===== src/rtl/bcd_pkg.sv =====
// Shared types, defaults and helpers for the sequential binary-to-BCD converter.
package bcd_pkg;

  localparam int unsigned DIGITS_DEF = 8;
  localparam int unsigned BIN_W_DEF  = 27;
  localparam int unsigned BCD_W      = 4 * DIGITS_DEF;
  localparam int unsigned MAX_DEC    = 99_999_999;

  typedef enum logic [1:0] {StIdle, StShift, StDone} state_e;

  // Double-dabble digit correction: a digit of 5..9 becomes 8..12 so the next shift carries.
  function automatic logic [3:0] add3_if_ge5(input logic [3:0] digit);
    return (digit >= 4'd5) ? digit + 4'd3 : digit;
  endfunction

  // Largest value representable in the given number of decimal digits.
  function automatic logic [63:0] max_dec(input int unsigned digits);
    logic [63:0] p;
    p = 64'd1;
    for (int unsigned i = 0; i < digits; i++) begin
      p = p * 64'd10;
    end
    return p - 64'd1;
  endfunction

endpackage


===== src/rtl/bin2bcd_seq_if.sv =====
// Request/result bundle between a producer and the binary-to-BCD converter.
interface bin2bcd_seq_if import bcd_pkg::*; #(
  parameter int unsigned BIN_W  = BIN_W_DEF,
  parameter int unsigned DIGITS = DIGITS_DEF
);

  logic                  in_valid;
  logic                  in_ready;
  logic [BIN_W-1:0]      in_bin;
  logic                  out_valid;
  logic [4*DIGITS-1:0]   out_bcd;
  logic                  out_ovf;

  modport master (
    output in_valid,
    output in_bin,
    input  in_ready,
    input  out_valid,
    input  out_bcd,
    input  out_ovf
  );

  modport slave (
    input  in_valid,
    input  in_bin,
    output in_ready,
    output out_valid,
    output out_bcd,
    output out_ovf
  );

endinterface


===== src/rtl/bcd_digit_adj.sv =====
// Combinational add-3 correction for a single BCD digit.
module bcd_digit_adj import bcd_pkg::*; (
  input  logic [3:0] digit,
  output logic [3:0] adjusted
);

  // Pure function of the current digit value.
  always_comb begin
    adjusted = add3_if_ge5(digit);
  end

endmodule


===== src/rtl/bin2bcd_seq.sv =====
// Sequential binary-to-BCD converter, one input bit per clock (shift-add-3).
// The last result is held on the outputs for a free-running display scanner.
module bin2bcd_seq import bcd_pkg::*; #(
  parameter int unsigned BIN_W  = BIN_W_DEF,
  parameter int unsigned DIGITS = DIGITS_DEF
) (
  input  logic          clk,
  input  logic          rst,
  bin2bcd_seq_if.slave  bus
);

  localparam int unsigned     BcdW    = 4 * DIGITS;
  localparam int unsigned     CntW    = $clog2(BIN_W);
  localparam logic [63:0]     MaxVal  = max_dec(DIGITS);
  localparam logic [CntW-1:0] CntLast = CntW'(BIN_W - 1);

  state_e            state_q, state_d;
  logic [BIN_W-1:0]  bin_q, bin_d;
  logic [BcdW-1:0]   bcd_q, bcd_d;
  logic [BcdW-1:0]   bcd_adj;
  logic [CntW-1:0]   cnt_q, cnt_d;
  logic              ovf_q, ovf_d;
  logic [BcdW-1:0]   out_bcd_q, out_bcd_d;
  logic              out_ovf_q, out_ovf_d;
  logic              out_valid_q, out_valid_d;
  logic [63:0]       bin_ext;
  logic              unused_adj_msb;

  assign bin_ext = 64'(bus.in_bin);
  // Top bit of the accumulator falls off on shift; only reachable on overflow, which saturates.
  assign unused_adj_msb = bcd_adj[BcdW-1];

  for (genvar g = 0; g < DIGITS; g++) begin : g_adj
    bcd_digit_adj u_adj (
      .digit    (bcd_q[4*g +: 4]),
      .adjusted (bcd_adj[4*g +: 4])
    );
  end

  // State and datapath registers; reset aborts any conversion in flight.
  always_ff @(posedge clk or posedge rst) begin
    if (rst) begin
      state_q     <= StIdle;
      bin_q       <= '0;
      bcd_q       <= '0;
      cnt_q       <= '0;
      ovf_q       <= 1'b0;
      out_bcd_q   <= '0;
      out_ovf_q   <= 1'b0;
      out_valid_q <= 1'b0;
    end else begin
      state_q     <= state_d;
      bin_q       <= bin_d;
      bcd_q       <= bcd_d;
      cnt_q       <= cnt_d;
      ovf_q       <= ovf_d;
      out_bcd_q   <= out_bcd_d;
      out_ovf_q   <= out_ovf_d;
      out_valid_q <= out_valid_d;
    end
  end

  // Next-state and datapath update for accept / shift / publish.
  always_comb begin
    state_d     = state_q;
    bin_d       = bin_q;
    bcd_d       = bcd_q;
    cnt_d       = cnt_q;
    ovf_d       = ovf_q;
    out_bcd_d   = out_bcd_q;
    out_ovf_d   = out_ovf_q;
    out_valid_d = 1'b0;
    unique case (state_q)
      StIdle: begin
        if (bus.in_valid) begin
          bin_d   = bus.in_bin;
          bcd_d   = '0;
          ovf_d   = (bin_ext > MaxVal);
          cnt_d   = CntLast;
          state_d = StShift;
        end
      end
      StShift: begin
        {bcd_d, bin_d} = {bcd_adj[BcdW-2:0], bin_q, 1'b0};
        if (cnt_q == '0) begin
          state_d = StDone;
        end else begin
          cnt_d = cnt_q - 1'b1;
        end
      end
      StDone: begin
        out_bcd_d   = ovf_q ? {DIGITS{4'h9}} : bcd_q;
        out_ovf_d   = ovf_q;
        out_valid_d = 1'b1;
        state_d     = StIdle;
      end
      default: state_d = StIdle;
    endcase
  end

  assign bus.in_ready  = (state_q == StIdle);
  assign bus.out_valid = out_valid_q;
  assign bus.out_bcd   = out_bcd_q;
  assign bus.out_ovf   = out_ovf_q;

endmodule


===== src/flat_wrapper.sv =====
// flat-port wrapper written by rule: the top's interface ports become plain ports
module bin2bcd_seq_flat import bcd_pkg::*;
#(
  parameter int unsigned BIN_W  = BIN_W_DEF,
  parameter int unsigned DIGITS = DIGITS_DEF
)
  (clk, rst, bus_in_valid, bus_in_bin, bus_in_ready, bus_out_valid, bus_out_bcd, bus_out_ovf);
  bin2bcd_seq_if #(.BIN_W(BIN_W), .DIGITS(DIGITS)) bus_i ();
  input  logic clk;
  input  logic rst;
  input wire logic [$bits(bus_i.in_valid)-1:0] bus_in_valid;
  input wire logic [$bits(bus_i.in_bin)-1:0] bus_in_bin;
  output wire logic [$bits(bus_i.in_ready)-1:0] bus_in_ready;
  output wire logic [$bits(bus_i.out_valid)-1:0] bus_out_valid;
  output wire logic [$bits(bus_i.out_bcd)-1:0] bus_out_bcd;
  output wire logic [$bits(bus_i.out_ovf)-1:0] bus_out_ovf;
  assign bus_i.in_valid = bus_in_valid;
  assign bus_i.in_bin = bus_in_bin;
  assign bus_in_ready = bus_i.in_ready;
  assign bus_out_valid = bus_i.out_valid;
  assign bus_out_bcd = bus_i.out_bcd;
  assign bus_out_ovf = bus_i.out_ovf;
  bin2bcd_seq #(.BIN_W(BIN_W), .DIGITS(DIGITS)) u_core (.clk(clk), .rst(rst), .bus(bus_i));
endmodule

===== config.mk =====
export PLATFORM = sky130hd
export DESIGN_NAME = bin2bcd_seq_flat
export DESIGN_NICKNAME = d
export VERILOG_FILES = /design/src/rtl/bcd_pkg.sv /design/src/rtl/bin2bcd_seq_if.sv /design/src/rtl/bcd_digit_adj.sv /design/src/rtl/bin2bcd_seq.sv /design/src/flat_wrapper.sv
export SDC_FILE = /design/constraint.sdc
export NUM_CORES = 1
export LEC_CHECK = 0
export ABC_AREA = 1
export ABC_CLOCK_PERIOD_IN_PS = 5800
export BUFFER_PORTS_ARGS = -buffer_cell sky130_fd_sc_hd__buf_2
export CELL_PAD_IN_SITES_DETAIL_PLACEMENT = 1
export CELL_PAD_IN_SITES_GLOBAL_PLACEMENT = 2
export CORE_MARGIN = 1
export CORE_UTILIZATION = 37
export DETAILED_ROUTE_END_ITERATION = 6
export GPL_ROUTABILITY_DRIVEN = 0
export PLACE_DENSITY = 0.89
export SETUP_SLACK_MARGIN = 0.1
export SYNTH_ARGS = -nofsm -noshare
export SYNTH_HDL_FRONTEND = slang
export SYNTH_SLANG_ARGS = --single-unit
export TNS_END_PERCENT = 30

===== constraint.sdc =====
create_clock -name clk -period 5.8 [get_ports clk]
set_input_delay 0.29 -clock clk [delete_from_list [all_inputs] [get_ports clk]]
set_output_delay 0.29 -clock clk [all_outputs]
set_load 0.005 [all_outputs]

---- Word-level counts from Yosys, hierarchy flattened ----
Index checks and enable logic that the tools add are counted.
operators by class
  add/sub/neg operators ................... 9
  $lt $le $gt $ge ......................... 9
  eq/ne operators ......................... 5
  multiplexer cells ....................... 20
  reduce and logical (&&, ||, !) cells .... 7
operator list
  cell                                                                                  number
  32-bit two-way mux                                                                    2
  32-bit one-hot mux with 2 select lines                                                1
  27-bit one-hot mux with 2 select lines                                                1
  4-bit by 3-bit greater-or-equal comparator with 1-bit output (second input constant)  8
  4-bit by 2-bit adder with 4-bit output (second input constant)                        7
  4-bit two-way mux                                                                     7
  27-bit greater-than comparator (second input constant)                                1
  27-bit two-way mux                                                                    1
  5-bit two-way mux                                                                     2
  5-bit one-hot mux with 2 select lines                                                 1
  2-bit AND reduction                                                                   3
  5-bit logical NOT                                                                     1
  5-bit by 1-bit subtractor with 5-bit output (second input constant)                   1
  2-bit two-way mux                                                                     2
  2-bit inequality test (second input constant)                                         2
  2-bit one-hot mux with 2 select lines                                                 1
  3-bit by 2-bit adder with 3-bit output (second input constant)                        1
  3-bit two-way mux                                                                     1
  3-bit AND reduction                                                                   1
  2-bit by 1-bit equality test with 1-bit output (second input constant)                1
  2-bit equality test (second input constant)                                           1
  2-bit logical NOT                                                                     1
  2-bit by 1-bit inequality test with 1-bit output (second input constant)              1
  2-bit nonzero test                                                                    1
  1-bit two-way mux                                                                     1
word-level totals
  register bits after elaboration ......... 101
  input bits .............................. 30
  output and inout bits ................... 35
  logic and storage cells ................. 58

---- Depth between registers and ports, before layout ----
  depth in word-level cells ............... 3
  mapped depth ............................ 9
  gate-level depth less buffers ........... 9

---- By module ----
From an unflattened synthesis, not the netlist that was laid out.
second synthesis, totals
  cells, all modules ...................... 654
  area total of the unflattened synthesis .. 5462.7 um^2
modules (own cells, without submodules)
  module         times used  cells an instance  area each (um^2)  sequential area each (um^2)
  bin2bcd_seq    1           470                4381.7            2527.4
  bcd_digit_adj  8           23                 135.1             0.0

---- Worst setup path after synthesis ----
Ideal clock, no wire load.
  path kind ............................... register to register
  start point ............................. register u_core.bcd_q[0]
  end point ............................... register u_core.bcd_q[1]
  library setup time ...................... 130 ps
  arrival time ............................ 1259 ps
  required time ........................... 5670 ps
  slack ................................... 4411 ps
  cell stages (with the launch flop) ...... 8
  path buffers ............................ 0
  clock period less this slack ............ 1389 ps
  path through ............................ dfrtp_1 > inv_1 > ha_1 > or2_2 > nand2_1 > a21oi_1 > o21ai_0 > o21ai_0
on the way
  longest elaborated chain between the ends .. 3
  elaborated cells on any way between the ends .. 4
  those cells by class .................... add/sub (1); order compare (1); mux (2)
RTL lines
  what                                                                                                                           RTL line           source
  start, declared                                                                                                                bin2bcd_seq.sv:19  logic [BcdW-1:0] bcd_q, bcd_d;
  start signal, assigned                                                                                                         bin2bcd_seq.sv:45  bcd_q <= '0;
  start signal, assigned                                                                                                         bin2bcd_seq.sv:54  bcd_q <= bcd_d;
  4-bit by 2-bit adder with 4-bit output / 4-bit by 3-bit greater-or-equal comparator with 1-bit output (equally long branches)  bcd_pkg.sv:13      return (digit >= 4'd5) ? digit + 4'd3 : digit;
  4-bit two-way mux *                                                                                                            bcd_pkg.sv:13
  32-bit one-hot mux with 2 select lines *                                                                                       bin2bcd_seq.sv:73  unique case (state_q)
Every way passes the cells marked *; elsewhere a longest branch is shown, timed or not.
A chain may end at the register's enable or synchronous reset.

---- Worst setup path after layout ----
  start point ............................. register u_core.state_q[0]
  end point ............................... register u_core.bin_q[11]
on the way
  longest elaborated chain between the ends .. 3
  elaborated cells on any way between the ends .. 6
  those cells by class .................... eq/ne (2); mux (1); reduce/logical (3)
RTL lines
  what                                                                                        RTL line           source
  start, declared                                                                             bin2bcd_seq.sv:17  state_e state_q, state_d;
  start signal, assigned                                                                      bin2bcd_seq.sv:43  state_q <= StIdle;
  start signal, assigned                                                                      bin2bcd_seq.sv:52  state_q <= state_d;
  2-bit by 1-bit equality test with 1-bit output / 2-bit logical NOT (equally long branches)  bin2bcd_seq.sv:73
  2-bit nonzero test (no source line) / 2-bit inequality test (equally long branches)         --
  2-bit AND reduction (no source line)                                                        --
  end signal, assigned                                                                        bin2bcd_seq.sv:53  bin_q <= bin_d;
  end, declared                                                                               bin2bcd_seq.sv:18  logic [BIN_W-1:0] bin_q, bin_d;
Parallel ways exist; a longest one is shown, timed or not.

==> flow_summary.ini <==
[cts]
cts_htree_levels = 3
clock_sinks = 101
cts_buffers = 9
cts_tree = done
cts_setup_buffers = 0
cts.reportedPaths.clkPinSlew_ns = 0.08
clockBufferDepth = 2
clock-root-buffer = clkbuf_16
holdBufCountCts = 0
clock_latency_ns = 0.36
ctsResizeCount = 0

[drt]
first_pass_iters = 4
routed_wl_um = 12000
wl_per_cell_um = 15.1
drtIter0Drc = 162
vias_per_cell = 5.04
final_antenna_net_count = 0
route.detailed.drc = 0
vias = 4000

[sta]
finalCritPeriodShare = 0.376
fin_crit_ns = 2.18
fmax_ghz = 0.459
finalMaxSlewViolations = 0
maxSlewHeadroom = 0.491
setup_tns_ns = 0
finalSetupViolations = 0
hold_viol_final = 5
skew_ns = 0.00864
whs_ns = -0.00522
rsz0062_at_grt = false
worst_pin_slew_ns = 0.763
fin_ws_ns = 3.62

[global_routing]
grt_pass1_vias = 4171
grt_use_total = 0.197
grt_max_degree = 75
grt_pass1_wl_um = 20500
antenna_found_initial = 0
overflow = 0

[cells_and_area]
layoutNonFillerInstCount = 794
area_delta_synth_final_pct = 15.3
multi_input_area_um2 = 1900
final_nets = 664
fillers = 1579
fin_util = 0.440
regArea_um2 = 2530
diodes = 0
postLayoutCellArea_um2 = 5600
layout-drive-gt1-share = 0.159
final_cell_mix = 101 x dfrtp_1, 86 x o21ai_0, 85 x nand2_1, 77 x inv_1, 64 x buf_2
final_common_cell = dfrtp_1

[hold_path]
hold_class = in -> async

[setup_path]
crit_path_max_fanout = 65
critPathArrivalTime_ns = 2.45
end_kind = flip-flop
critPathLaunchType = flip-flop
worstPathRequired_ns = 6.07
crit_type = reg -> reg

[placement]
port_buffers = 64
dpl.cell_count = 778
pre_cts_slack_ns = 3.66
hpwl_um = 8310
place_area_um2 = 5300

[synthesis]
ys_ff_latch = 101
synth_top_area_cell = dfrtp_1
syn_area_um2 = 4860
synth_top_area_share = 0.520
synth.avg_cell_area_um2 = 8.66
yosysUniqueCellTypes = 27
syn-num-nets = 608
ys_async_sr_fraction = 1.00
synth_edf_count = 0
yosys-top-cells-area = dfrtp_1 52%, o21ai_0 8.9%, nand2_1 6.6%
ys_seq_area_frac = 0.520
ys.flop_type = dfrtp_1
syn_inst = 561
ys_warn_count = 0

[power_and_ir_drop]
vdd_drop_max_uv = 192
power_leakage_nw = 2.84
power.density_nw_per_um2 = 568
finalPower_mw = 3.18

[die]
core_um2 = 12700
die_height_um = 117
die_x_um = 117
die-area_um2 = 13600
num_rows = 41
start_util = 0.382
ios = 65

[run]
maxCapViolations = 0

[run_status]
violations = negative hold slack
status = finished, violations left
[per-layer routing]
metal / track usage / part of all wire / up-vias
met2: 0.322 / 0.47 / 58
li1: - / - / 1968
met3: 0.0322 / 0.028 / 16
met4: 0.0920 / 0.022 / 0
met1: 0.256 / 0.48 / 1958
met5: 0 / 0 / -
[critical path, cell delays in order, from the launching register on]
cell and delay (ns):
dfrtp_1 0.43, inv_1 0.09, nor2_4 0.09, inv_2 0.17
nand2_2 0.38, buf_4 0.58, o211ai_1 0.17, o21ai_1 0.16
[power by group]
group	total (mW)	switching (mW)	internal, mW
Sequential	1.21	0.189	1.02
Clock	0.633	0.292	0.341
Combinational	1.33	0.837	0.498
[area by class of cell]
type	instances	area share
clock buffers	9	0.0402
repair buffers	67	0.0612
inverters	82	0.0554
clock inverters	7	0.0143
flip-flops and latches	101	0.451
well taps	172	0.0384
multi-input cells	356	0.339
[sequential cells by signal, indices dropped and copies added (netlist names)]
name and flops:
u_core.bcd_q 32, u_core.bin_q 27, u_core.bus.out_bcd 32, u_core.bus.out_ovf 1, u_core.bus.out_valid 1, u_core.cnt_q 5
u_core.ovf_q 1, u_core.state_q 2
[worst paths after layout]
path	endpoint	slack, ns	startpoint	cells past startpoint
min reg2reg	u_core.bus.out_bcd[13]	0.49	u_core.bus.out_bcd[13]	2
max reg2reg	u_core.bin_q[11]	3.62	u_core.state_q[0]	7
max in group asynchronous	u_core.bin_q[23]	4.64	rst	3
min in group clk	u_core.bin_q[0]	0.16	bus_in_bin[0]	3
min	u_core.bin_q[20]	-0.005	rst	2
max	u_core.bin_q[11]	3.62	u_core.state_q[0]	7
[cell usage after synthesis, types with 6 or more instances]
cell and instances:
a21oi_1 42, buf_2 12, dfrtp_1 101, ha_1 17, inv_1 78, nand2_1 85
nand3_1 12, nor2_1 38, o211ai_1 28, o21ai_0 86, o21ai_1 18, o22ai_1 8
or2_2 6, xor2_1 6
[cells by family after synthesis]
logic type | Yosys count | synth area share
buf+inv | 104 | 0.0896
fa+ha+maj | 17 | 0.0438
simple gates | 150 | 0.130
flops | 101 | 0.520
xor+xnor | 6 | 0.0108
compound gates | 183 | 0.205
(Power assumes the default switching activity.)
